`config.mk`:
```
export PLATFORM = sky130hd
export DESIGN_NAME = ripple_down_counter
export DESIGN_NICKNAME = d
export VERILOG_FILES = /design/src/rtl/ripple_cnt_pkg.sv /design/src/rtl/jk_ff_ar.sv /design/src/rtl/ripple_down_counter.sv
export SDC_FILE = /design/constraint.sdc
export NUM_CORES = 1
export LEC_CHECK = 0
export CORE_AREA = 4 4 41 43
export DETAILED_ROUTE_END_ITERATION = 10
export DIE_AREA = 0 0 45 47
export PLACE_DENSITY = 0.54
export SYNTH_ARGS = -nofsm -noshare
export SYNTH_HDL_FRONTEND = slang
export SYNTH_HIERARCHICAL = 1
export SYNTH_SLANG_ARGS = --single-unit
```
`constraint.sdc`:
```
create_clock -name clk -period 1.1 [get_ports clk]
set_input_delay 0.275 -clock clk [delete_from_list [all_inputs] [get_ports clk]]
set_output_delay 0.275 -clock clk [all_outputs]
set_load 0.02 [all_outputs]
```
`src/rtl/ripple_cnt_pkg.sv`:
```
// Shared definitions for the ripple up/down counter family.
package ripple_cnt_pkg;

    localparam int unsigned DefaultWidth = 3;

    typedef logic [DefaultWidth-1:0] count_t;

    // A shift of 32 yields 0, so the subtraction still gives all ones at width 32.
    function automatic logic [31:0] all_ones(input int unsigned width);
        return (32'd1 << width) - 32'd1;
    endfunction

endpackage

```
`src/rtl/jk_ff_ar.sv`:
```
// Negative-edge JK flip-flop with asynchronous active-high preset.
module jk_ff_ar (
    input  logic clk_i,
    input  logic set_i,
    input  logic j_i,
    input  logic k_i,
    output logic q_o
);

    logic q_q;

    always_ff @(negedge clk_i or posedge set_i) begin
        if (set_i) begin
            q_q <= 1'b1;
        end else begin
            case ({j_i, k_i})
                2'b01:   q_q <= 1'b0;
                2'b10:   q_q <= 1'b1;
                2'b11:   q_q <= ~q_q;
                default: q_q <= q_q;
            endcase
        end
    end

    assign q_o = q_q;

endmodule

```
`src/rtl/ripple_down_counter.sv`:
```
// Ripple down counter from negedge JK stages, re-timed on posedge clk with tc/underflow flags.
// Define RIPPLE_DOWN_STOP_AT_ZERO_EN to saturate at zero instead of wrapping.
module ripple_down_counter
    import ripple_cnt_pkg::*;
#(
    parameter int unsigned WIDTH = DefaultWidth
) (
    input  logic             clk,
    input  logic             rst,
    input  logic             en_i,
    output logic [WIDTH-1:0] count_o,
    output logic             tc_o,
    output logic             underflow_o
);

    localparam logic [31:0]      AllOnesW = all_ones(WIDTH);
    localparam logic [WIDTH-1:0] AllOnes  = AllOnesW[WIDTH-1:0];

    logic [WIDTH-1:0] raw;
    logic             stage0_jk;

`ifdef RIPPLE_DOWN_STOP_AT_ZERO_EN
    assign stage0_jk = en_i & (raw != '0);
`else
    assign stage0_jk = en_i;
`endif

    // Stage i toggles when bit i-1 rises, i.e. on a borrow out of the lower bits.
    for (genvar gi = 0; gi < int'(WIDTH); gi++) begin : g_stage
        if (gi == 0) begin : g_first
            jk_ff_ar u_ff (
                .clk_i (clk),
                .set_i (rst),
                .j_i   (stage0_jk),
                .k_i   (stage0_jk),
                .q_o   (raw[0])
            );
        end else begin : g_rest
            logic stage_clk;
            assign stage_clk = ~raw[gi-1];
            jk_ff_ar u_ff (
                .clk_i (stage_clk),
                .set_i (rst),
                .j_i   (1'b1),
                .k_i   (1'b1),
                .q_o   (raw[gi])
            );
        end
    end

    logic [WIDTH-1:0] count_q, count_d;
    logic             tc_q, tc_d;
    logic             underflow_q, underflow_d;

    always_comb begin
        count_d     = raw;
        tc_d        = (raw == '0);
`ifdef RIPPLE_DOWN_STOP_AT_ZERO_EN
        underflow_d = 1'b0;
`else
        underflow_d = (count_q == '0) && (raw == AllOnes);
`endif
    end

    always_ff @(posedge clk or posedge rst) begin
        if (rst) begin
            count_q     <= AllOnes;
            tc_q        <= 1'b0;
            underflow_q <= 1'b0;
        end else begin
            count_q     <= count_d;
            tc_q        <= tc_d;
            underflow_q <= underflow_d;
        end
    end

    assign count_o     = count_q;
    assign tc_o        = tc_q;
    assign underflow_o = underflow_q;

endmodule

```
# [Yosys cells after proc, flatten, opt, wreduce, memory -nomap -nowiden]
# Cells that the tools add are included.
[word_totals] register_bits=8 input_bits=3 output_inout_bits=5
[classes] eq_ne=4 muxes=1 bitwise_logic=3 n_reduce_logical=4
[ops] cell="logical NOT 3 bit" n=2
[ops] cell="== test 2 bit (second input constant)" n=2
[ops] cell="== test 3 bit (second input constant)" n=1
[ops] cell="NOT 1 bit" n=3
[ops] cell="one-hot mux 1 bit (3 select lines)" n=1
[ops] cell="nonzero test 3 bit" n=1
[ops] cell="== test 2 x 1 -> 1 bit (second input constant)" n=1
[ops] cell="logical AND 1 bit" n=1

# [Depth between registers and ports, before layout]
# Gate-level depths: netlist of the first run.
[depth] depth_word=2 mapped_depth=2 depth_no_buf=2

# [Cells and area by module]
# The synthesis of the first run kept the hierarchy.
[by_module_without_submodules] mod="ripple_down_counter" instances=1 cells_per_inst=12 area_each_um2=167.7
[by_module_without_submodules] mod="jk_ff_ar" instances=3 cells_per_inst=5 area_each_um2=42.5

==> results.tsv, run 1 <==
stage	metric	value	unit
global_route	largest net degree at the start of global routing	7	
global_route	wire length of the first global-routing pass	759	microns
power	sum of internal, switching and leakage power	615.6	uW
run_status	outcome	finished, violations left	
run_status	violated checks	setup timing	
sta	number of unconstrained endpoints	4	
clock_tree	buffers from clock root to sink, at most	2	
floorplanning	# IOs	8	
setup_path	sequence of cells on the critical path	nand4b_1, nor3_2	
sta	Final Hold Fails	0	
yosys	Syn Inst Count	27	
cells_and_area	final core utilization	34.52	%
setup_path	slowest stage cell, crit path	sky130_fd_sc_hd__dfstp_2	
sta	Post-Route Skew	0.05301	ns
setup_path	worst-path maximum fanout	2	
yosys	Syn. warnings	6	
clock_tree	H-tree depth	1	
routing	drc violations	0	
sta	setup ws final	-0.2953	ns
placement	final RePlAce weighted congestion	0.6655	
yosys	Yosys reg bits	8	
yosys	post-synth cell types	9	
global_route	overall overflow remaining after global route	0	
routing	vias after detailed routing	226	
power	PwrDens	1370	nW/um^2
sta	Worst Hold Slack	0.3890	ns
worst_hold_path	hold crit path type	in2async	
cells_and_area	antenna cells	0	
floorplanning	row count	13	
sta	count of final setup violators	6	
routing	number of nets with antenna violations after detailed routing	0	
job	number of max-capacitance violations reported	0	
routing	Routed Wire Length	446	microns
floorplanning	overall die width	45	microns
yosys	share of synthesized area occupied by flip-flops and latches	70.34	%
global_route	GRT Util Overall	6.061	%
cells_and_area	nets	50	
sta	RSZ-0062 raised after global routing	true	
routing	final routed wire length divided by cell count	7.311	microns
yosys	Mapped Area	295.3	sq um
setup_path	data arrival at the endpoint of the critical path	1.56	ns
cells_and_area	final-layout fill cell count	147	
global_route	vias in the first global route	189	
setup_path	crit start category	register	
placement	PortBufs	7	
cells_and_area	Area growth syn-to-layout	52.12	%
setup_path	CP Data Required Time	1.27	ns
power	P_leak	0.0002410	uW
floorplanning	overall die area	2115	sq um
placement	DP Wirelength	350.8	microns
setup_path	critical path start-end classification	reg2reg	
clock_tree	clock tree from TritonCTS	done	
sta	final-report max-slew violation count	0	
cells_and_area	share of layout cells above drive strength 1	43.48	%
floorplanning	Die Ht	47	microns
floorplanning	starting density of the core	22.69	%
clock_tree	clock transition at the register clock pins on the worst setup and hold paths after CTS	0.05	ns
routing	Pre-antenna DRT Iters	4	
clock_tree	number of hold buffers added after CTS	0	
cells_and_area	most frequent standard cell in the layout excluding fill and tap cells	sky130_fd_sc_hd__inv_1	
sta	number of register pins that no clock reaches	2	
clock_tree	clock insertion delay at the later pin of the skew report	0.29	ns
power	VDD IR-drop max	0.0008653	V
yosys	average instance area after synthesis	10.94	sq um
global_route	number of antenna violations at the first check in global routing	0	
cells_and_area	highest-count cells in the layout ignoring fill and taps	9 x sky130_fd_sc_hd__inv_1, 6 x sky130_fd_sc_hd__dfstp_2, 4 x sky130_fd_sc_hd__conb_1, 4 x sky130_fd_sc_hd__buf_4	
routing	via count normalized by instance count	3.705	
clock_tree	number of buffers added by the clock tree synthesis step	3	
setup_path	max incr delay on CP	0.52	ns
floorplanning	Core ar.	1301	sq um
routing	Iteration-0 DRC Markers	3	
setup_path	endpoint kind of the worst setup timing path	register	
clock_tree	Clock Tree Root	sky130_fd_sc_hd__clkbuf_4	
[synthesized netlist by cell type]
master,instances,area (sq um)
sky130_fd_sc_hd__inv_1,9,33.78
sky130_fd_sc_hd__dfstp_2,6,157.7
sky130_fd_sc_hd__a21oi_1,3,15.01
sky130_fd_sc_hd__nor2_1,3,11.26
sky130_fd_sc_hd__dfrtp_1,2,50.05
sky130_fd_sc_hd__conb_1,1,3.750
sky130_fd_sc_hd__nand4b_1,1,8.760
sky130_fd_sc_hd__nor3_1,1,5.000
sky130_fd_sc_hd__nor3_2,1,10.01
[critical path: cells and delay by family (launching register included)]
kind | cells | cell delay (ns)
and+or+nand+nor | 2 | 0.21
DFF | 1 | 0.52
[power by group]
| group | internal (uW) | switching [uW] |
|---|---|---|
| logic | 58.2 | 50.5 |
| registers | 267 | 15.2 |
| clock network | 142 | 82.8 |
| total | 467 | 148 |
[cells by family (layout without fill, tap and decap cells)]
| group | count (synthesis) | after routing | share of synthesized area (%) |
|---|---|---|---|
| and+or+nand+nor | 6 | 6 | 11.86 |
| AOI/OAI and AO/OA | 3 | 3 | 5.083 |
| buffers and inverters | 9 | 25 | 11.44 |
| other | 1 | 4 | 1.270 |
| DFF | 8 | 8 | 70.34 |
[path summary, 6_finish.rpt]
kind,startpoint,cells after the start,slack (ns),end
max in group asynchronous,rst,2,0.21,g_stage[0].g_first.u_ff/q_o
hold / removal,rst,3,0.39,underflow_o
setup reg to reg,g_stage[0].g_first.u_ff/q_o,2,-0.30,underflow_o
min in group clk,count_o[2],2,0.67,underflow_o
hold reg to reg,count_o[2],2,0.67,underflow_o
setup / recovery,g_stage[0].g_first.u_ff/q_o,2,-0.30,underflow_o
[final cells by class]
class | count | area [sq um] | share of cell area [%]
well taps | 15 | 18.77 | 4.178
inverters | 8 | 30.03 | 6.685
multi-input cells | 13 | 65.06 | 14.48
clock buffers | 4 | 26.28 | 5.850
flip-flops and latches | 8 | 207.7 | 46.24
repair buffers | 12 | 97.59 | 21.73
clock inverters | 1 | 3.754 | 0.8357
[layer usage]
layer	wire (microns)	track usage, %
met1	157	5.140
met2	228	7.627
met3	60	6.897
met4	0	5.263
met5	0	0
[state kept, by name, summed over array words and instances, names as in the netlist]
name / count
underflow_o: 1
g_stage.g_first.u_ff/q_o: 1
tc_o: 1
g_stage.g_rest.u_ff/q_o: 2
count_o: 3
[timing repair]
| action | in CTS | in global routing |
|---|---|---|
| gates resized for setup | 26 | 0 |
| setup buffers | 1 | 0 |
| setup endpoints to repair | 9 | 6 |
[stage by stage]
step / std cells / setup TNS (ns) / worst slack [ns] / area [sq um]
final: 61 / -1.041 / -0.2953 / 449.2
after global routing: 61 / -1.276 / -0.3504 / 449.2
after CTS: 61 / -1.069 / -0.2954 / 449.2
after detailed placement: 56 / -2.042 / -0.4191 / 425.4
after global placement: 56 / -2.026 / -0.4115 / 425.4
after floorplan: 30 / -0.4759 / -0.2673 / 306.5
Power figures use the tool's default switching activity.
==> run 2: changes to the inputs <==
CAP_MARGIN = 10   (was default)
GPL_TIMING_DRIVEN = 0   (was default)
==> results.tsv, run 2 (synthesized netlist as in run 1, its figures left out) <==
stage	metric	value	unit	change
clock_tree	buffers from clock root to sink, at most	2		unchanged
setup_path	CP Data Required Time	1.27	ns	about the same
floorplanning	Core ar.	1301	sq um	unchanged
global_route	overall overflow remaining after global route	0		unchanged
power	VDD IR-drop max	0.0008503	V	-1.7%
placement	DP Wirelength	332.2	microns	-5.3%
floorplanning	Die Ht	47	microns	unchanged
placement	final RePlAce weighted congestion	0.6598		-0.86%
run_status	violated checks	setup timing		
job	number of max-capacitance violations reported	0		unchanged
routing	vias after detailed routing	209		-7.5%
run_status	outcome	finished, violations left		
setup_path	sequence of cells on the critical path	nand4b_1, nor3_2		
setup_path	max incr delay on CP	0.52	ns	about the same
setup_path	number of buffer and inverter instances along the worst setup path	0		unchanged
clock_tree	clock tree from TritonCTS	done		
sta	setup ws final	-0.2874	ns	+0.007851 ns
global_route	GRT Util Overall	5.906	%	-0.15 points
power	PwrDens	1413	nW/um^2	+3.1%
setup_path	slowest stage cell, crit path	sky130_fd_sc_hd__dfstp_2		
clock_tree	Clock Tree Root	sky130_fd_sc_hd__clkbuf_4		
routing	drc violations	0		unchanged
floorplanning	starting density of the core	22.69	%	unchanged
clock_tree	clock transition at the register clock pins on the worst setup and hold paths after CTS	0.05	ns	about the same
cells_and_area	final-layout fill cell count	147		unchanged
setup_path	crit start category	register		
routing	Pre-antenna DRT Iters	1		-3
global_route	vias in the first global route	197		+4.2%
routing	Iteration-0 DRC Markers	0		-3
placement	PortBufs	7		unchanged
sta	final sum of negative setup slack	-1.052	ns	-0.01122 ns
cells_and_area	number of flip-flops in the largest register	3		unchanged
setup_path	number of stages on the worst setup path	2		unchanged
cells_and_area	multi-input combinational cell area	65.06	sq um	unchanged
routing	via count normalized by instance count	3.603		-2.7%
placement	cell area reported after detailed placement	395.4	sq um	-7.1%
sta	number of unconstrained endpoints	4		unchanged
setup_path	endpoint kind of the worst setup timing path	register		
clock_tree	H-tree depth	1		unchanged
global_route	number of antenna violations at the first check in global routing	0		unchanged
floorplanning	# IOs	8		unchanged
cells_and_area	area taken by flip-flops and latches	207.7	sq um	unchanged
setup_path	cell family with the largest share of critical-path delay	flip-flops		
floorplanning	row count	13		unchanged
sta	Final Hold Fails	0		unchanged
cells_and_area	Area growth syn-to-layout	44.49	%	
routing	final routed wire length divided by cell count	7.552	microns	+3.3%
sta	number of register pins that no clock reaches	2		unchanged
power	P_leak	0.0002267	uW	-5.9%
setup_path	worst-path maximum fanout	2		unchanged
cells_and_area	Post-Layout Inst Area	426.7	sq um	-5.0%
clock_tree	number of buffers added by the clock tree synthesis step	3		unchanged
cells_and_area	antenna cells	0		unchanged
floorplanning	overall die width	45	microns	unchanged
cells_and_area	most frequent standard cell in the layout excluding fill and tap cells	sky130_fd_sc_hd__inv_1		
cells_and_area	share of layout cells above drive strength 1	39.53	%	-3.9 points
setup_path	reg2reg path depth	2		unchanged
sta	Post-Route Skew	0.05329	ns	+0.0002760 ns
sta	final-report max-slew violation count	0		unchanged
global_route	wire length of the first global-routing pass	828	microns	+9.1%
setup_path	data arrival at the endpoint of the critical path	1.56	ns	about the same
worst_hold_path	hold crit path type	in2async		
cells_and_area	nets	47		-6.0%
setup_path	critical path start-end classification	reg2reg		
global_route	largest net degree at the start of global routing	7		unchanged
routing	Routed Wire Length	438	microns	-1.8%
clock_tree	clock insertion delay at the later pin of the skew report	0.29	ns	about the same
routing	number of nets with antenna violations after detailed routing	0		unchanged
cells_and_area	highest-count cells in the layout ignoring fill and taps	9 x sky130_fd_sc_hd__inv_1, 6 x sky130_fd_sc_hd__dfstp_2, 4 x sky130_fd_sc_hd__conb_1		
sta	RSZ-0062 raised after global routing	true		
floorplanning	overall die area	2115	sq um	unchanged
sta	count of final setup violators	6		unchanged
run 2: cell types whose count changed in the layout (fill, tap and decap cells not counted), sizes merged:
cell / previous run / this run
buf: 10 / 7
run 2: final cells by class:
class,count,area share (%)
repair buffers,9,17.60
inverters,8,7.038
clock inverters,1,0.8798
clock buffers,4,6.158
multi-input cells,13,15.25
flip-flops and latches,8,48.68
well taps,15,4.399
run 2: routing by layer:
| metal | part of all wire [%] | GRT usage, % | vias to the layer above |
|---|---|---|---|
| li1 | - | - | 106 |
| met1 | 38 | 5.621 | 96 |
| met2 | 49 | 8.757 | 7 |
| met3 | 13 | 6.130 | 0 |
| met4 | 0 | 1.754 | 0 |
| met5 | 0 | 0 | - |
run 2: final timing paths:
path                                             start                     endpoint  slack (ns)
setup reg to reg           g_stage[0].g_first.u_ff/q_o                  underflow_o       -0.29
min in group clk                            count_o[2]                  underflow_o        0.55
hold / removal                                     rst                         tc_o        0.33
setup / recovery           g_stage[0].g_first.u_ff/q_o                  underflow_o       -0.29
max in group asynchronous                          rst  g_stage[0].g_first.u_ff/q_o        0.14
hold reg to reg                             count_o[2]                  underflow_o        0.55
run 2: timing repair:
action,in CTS,in global routing
gates resized for setup,22,4
hold buffers,0,0
setup buffers,2,0
cloned,0,0
setup endpoints to repair,9,6
run 2: power breakdown:
group          switching, uW  internal (uW)  total, uW
clock                   82.1            142        224
combinational           47.3           48.1       95.4
sequential              16.3            267        283
total                    146            457        603
run 2: stage by stage:
step | utilization [%] | setup WS, ns | hold slack, ns | power, uW | instances
2_1_floorplan | - | -0.2673 | 0.05134 | 337.4 | 30
3_3_place_gp | 30.38 | -0.4143 | 0.5255 | 376.1 | 52
3_5_place_dp | 30.38 | -0.4298 | 0.5309 | 377.9 | 52
4_1_cts | 32.69 | -0.2995 | 0.3252 | 615.1 | 58
5_1_grt | 32.79 | -0.3551 | 0.3630 | 654.3 | 58
6_report | 32.79 | -0.2874 | 0.3300 | 602.8 | 58
==> run 3: changes to the inputs <==
CTS_BUF_LIST = sky130_fd_sc_hd__clkbuf_2   (was default)
==> results.tsv, run 3 (synthesized netlist as in run 1, its figures left out) <==
stage	metric	value	unit	change
run_status	outcome	finished, violations left		
run_status	violated checks	setup timing		
cells_and_area	antenna cells	0		unchanged
sta	count of final setup violators	6		unchanged
cells_and_area	final-layout fill cell count	147		unchanged
routing	vias after detailed routing	205		-1.9%
power	Switching Power	150.7	uW	+3.4%
setup_path	setup slack of the worst register-to-register path	-0.27	ns	+0.02 ns
power	PwrDens	1351	nW/um^2	-4.4%
power	VDD IR-drop max	0.0007401	V	-13%
cells_and_area	nets	47		unchanged
clock_tree	H-tree depth	1		unchanged
global_route	largest net degree at the start of global routing	7		unchanged
sta	number of register pins that no clock reaches	2		unchanged
routing	via count normalized by instance count	3.534		-1.9%
cells_and_area	most frequent standard cell in the layout excluding fill and tap cells	sky130_fd_sc_hd__inv_1		
cells_and_area	share of layout cells above drive strength 1	41.86	%	+2.3 points
sta	setup ws final	-0.2683	ns	+0.01915 ns
placement	placement-stage worst setup slack	-0.4298	ns	unchanged
routing	drc violations	0		unchanged
routing	number of nets with antenna violations after detailed routing	0		unchanged
power	register share of total power	50.2	%	+3.2 points
power	net switching fraction of the power	26.77	%	+2.6 points
cells_and_area	final core utilization	32.02	%	-0.77 points
floorplanning	# IOs	8		unchanged
floorplanning	starting density of the core	22.69	%	unchanged
floorplanning	overall die width	45	microns	unchanged
sta	Worst Hold Slack	0.3374	ns	+0.007391 ns
setup_path	CP Data Required Time	1.25	ns	-0.02 ns
routing	Routed Wire Length	448	microns	+2.3%
setup_path	worst-path maximum fanout	2		unchanged
clock_tree	number of hold buffers added after CTS	0		unchanged
setup_path	max incr delay on CP	0.52	ns	about the same
floorplanning	Die Ht	47	microns	unchanged
sta	Final Hold Fails	0		unchanged
clock_tree	clock tree from TritonCTS	done		
cells_and_area	Area growth syn-to-layout	41.10	%	
job	number of max-capacitance violations reported	0		unchanged
global_route	overall overflow remaining after global route	0		unchanged
placement	DP Wirelength	332.2	microns	unchanged
setup_path	data arrival at the endpoint of the critical path	1.52	ns	-0.04 ns
clock_tree	clock insertion delay at the later pin of the skew report	0.25	ns	-0.04 ns
clock_tree	clock transition at the register clock pins on the worst setup and hold paths after CTS	0.07	ns	+0.02 ns
cells_and_area	highest-count cells in the layout ignoring fill and taps	9 x sky130_fd_sc_hd__inv_1, 6 x sky130_fd_sc_hd__dfstp_2, 4 x sky130_fd_sc_hd__clkbuf_2, 4 x sky130_fd_sc_hd__conb_1		
routing	final routed wire length divided by cell count	7.724	microns	+2.3%
floorplanning	row count	13		unchanged
power	Clk network pwr share	33.6	%	-3.6 points
setup_path	reg2reg path depth	2		unchanged
sta	number of unconstrained endpoints	4		unchanged
setup_path	endpoint kind of the worst setup timing path	register		
clock_tree	buffers from clock root to sink, at most	2		unchanged
placement	PortBufs	7		unchanged
global_route	GRT Util Overall	5.901	%	about the same
setup_path	beginning of the worst register-to-register path	g_stage[0].g_first.u_ff/q_o		
global_route	vias in the first global route	197		unchanged
clock_tree	Clock Tree Root	sky130_fd_sc_hd__clkbuf_2		
cells_and_area	Final Instance Count excl. Fillers	58		unchanged
power	sum of internal, switching and leakage power	562.9	uW	-6.6%
setup_path	critical path start-end classification	reg2reg		
cells_and_area	number of flip-flops in the largest register	3		unchanged
floorplanning	overall die area	2115	sq um	unchanged
global_route	wire length of the first global-routing pass	828	microns	unchanged
power	logic gate share of total power	16.2	%	+0.4 points
power	P_leak	0.0002270	uW	+0.14%
sta	RSZ-0062 raised after global routing	true		
routing	Pre-antenna DRT Iters	2		+1
sta	Post-Route Skew	0.03925	ns	-0.01404 ns
setup_path	FF-to-FF End	underflow_o		
routing	Iteration-0 DRC Markers	1		+1
sta	final-report max-slew violation count	0		unchanged
global_route	number of antenna violations at the first check in global routing	0		unchanged
worst_hold_path	hold crit path type	in2async		
placement	# placed instances	52		unchanged
floorplanning	Core ar.	1301	sq um	unchanged
placement	final RePlAce weighted congestion	0.6598		unchanged
setup_path	slowest stage cell, crit path	sky130_fd_sc_hd__dfstp_2		
power	internal power component	412.2	uW	-9.8%
setup_path	sequence of cells on the critical path	nand4b_1, nor3_2		
setup_path	crit start category	register		
clock_tree	number of buffers added by the clock tree synthesis step	3		unchanged
run 3: cell counts in the layout (fill, tap and decap cells not counted):
Identical to the previous run, type by type.
run 3: timing repair:
action                     in CTS  in global routing
setup endpoints to repair       9                  6
setup buffers                   2                  0
resized for setup              25                  0
run 3: final cells by class:
cell class | count | area (sq um) | area share, %
multi-input combinational | 13 | 65.06 | 15.62
timing repair buffer | 9 | 71.32 | 17.12
clock inverter | 1 | 3.754 | 0.9009
tap | 15 | 18.77 | 4.505
clock buffer | 4 | 20.02 | 4.805
inverter | 8 | 30.03 | 7.207
sequential | 8 | 207.7 | 49.85
run 3: layer usage:
metal  global-route usage (%)  vias to the layer above  routed length (microns)
met5                        0                        -                        0
met4                    1.754                        0                        0
met3                    6.130                        0                       56
met2                    8.475                        7                      215
met1                    5.841                       93                      175
li1                         -                      105                        -
run 3: critical path: cells and delay by family, from the launching register on:
| family | cells | cell delay (ns) |
|---|---|---|
| flops | 1 | 0.52 |
| simple gates | 2 | 0.21 |
run 3: worst max path at each step:
stage / start / endpoint / slack (ns) / cells after the start
finish: g_stage[0].g_first.u_ff/q_o / underflow_o / -0.27 / 2
global route: g_stage[0].g_first.u_ff/q_o / underflow_o / -0.33 / 2
CTS: g_stage[0].g_first.u_ff/q_o / underflow_o / -0.27 / 2
global placement: en_i / g_stage[0].g_first.u_ff/q_o / -0.41 / 3
detailed placement: en_i / g_stage[0].g_first.u_ff/q_o / -0.43 / 3
floorplan: g_stage[0].g_first.u_ff/q_o / underflow_o / -0.27 / 2
run 3: power by group through the flow:
stage	clock (uW)	sequential, uW	combinational, uW
after floorplan	11.4	302	23.8
after global placement	11.4	291	74.2
after global routing	217	286	102
after detailed placement	11.4	291	75.2
after CTS	197	283	92.5
final	189	283	91.2
run 3: through the flow:
step / setup TNS [ns] / instance area [sq um]
finish: -0.8527 / 416.7
global route: -1.123 / 416.7
CTS: -0.9092 / 416.7
detailed placement: -2.157 / 395.4
global placement: -2.135 / 395.4
floorplan: -0.4759 / 306.5
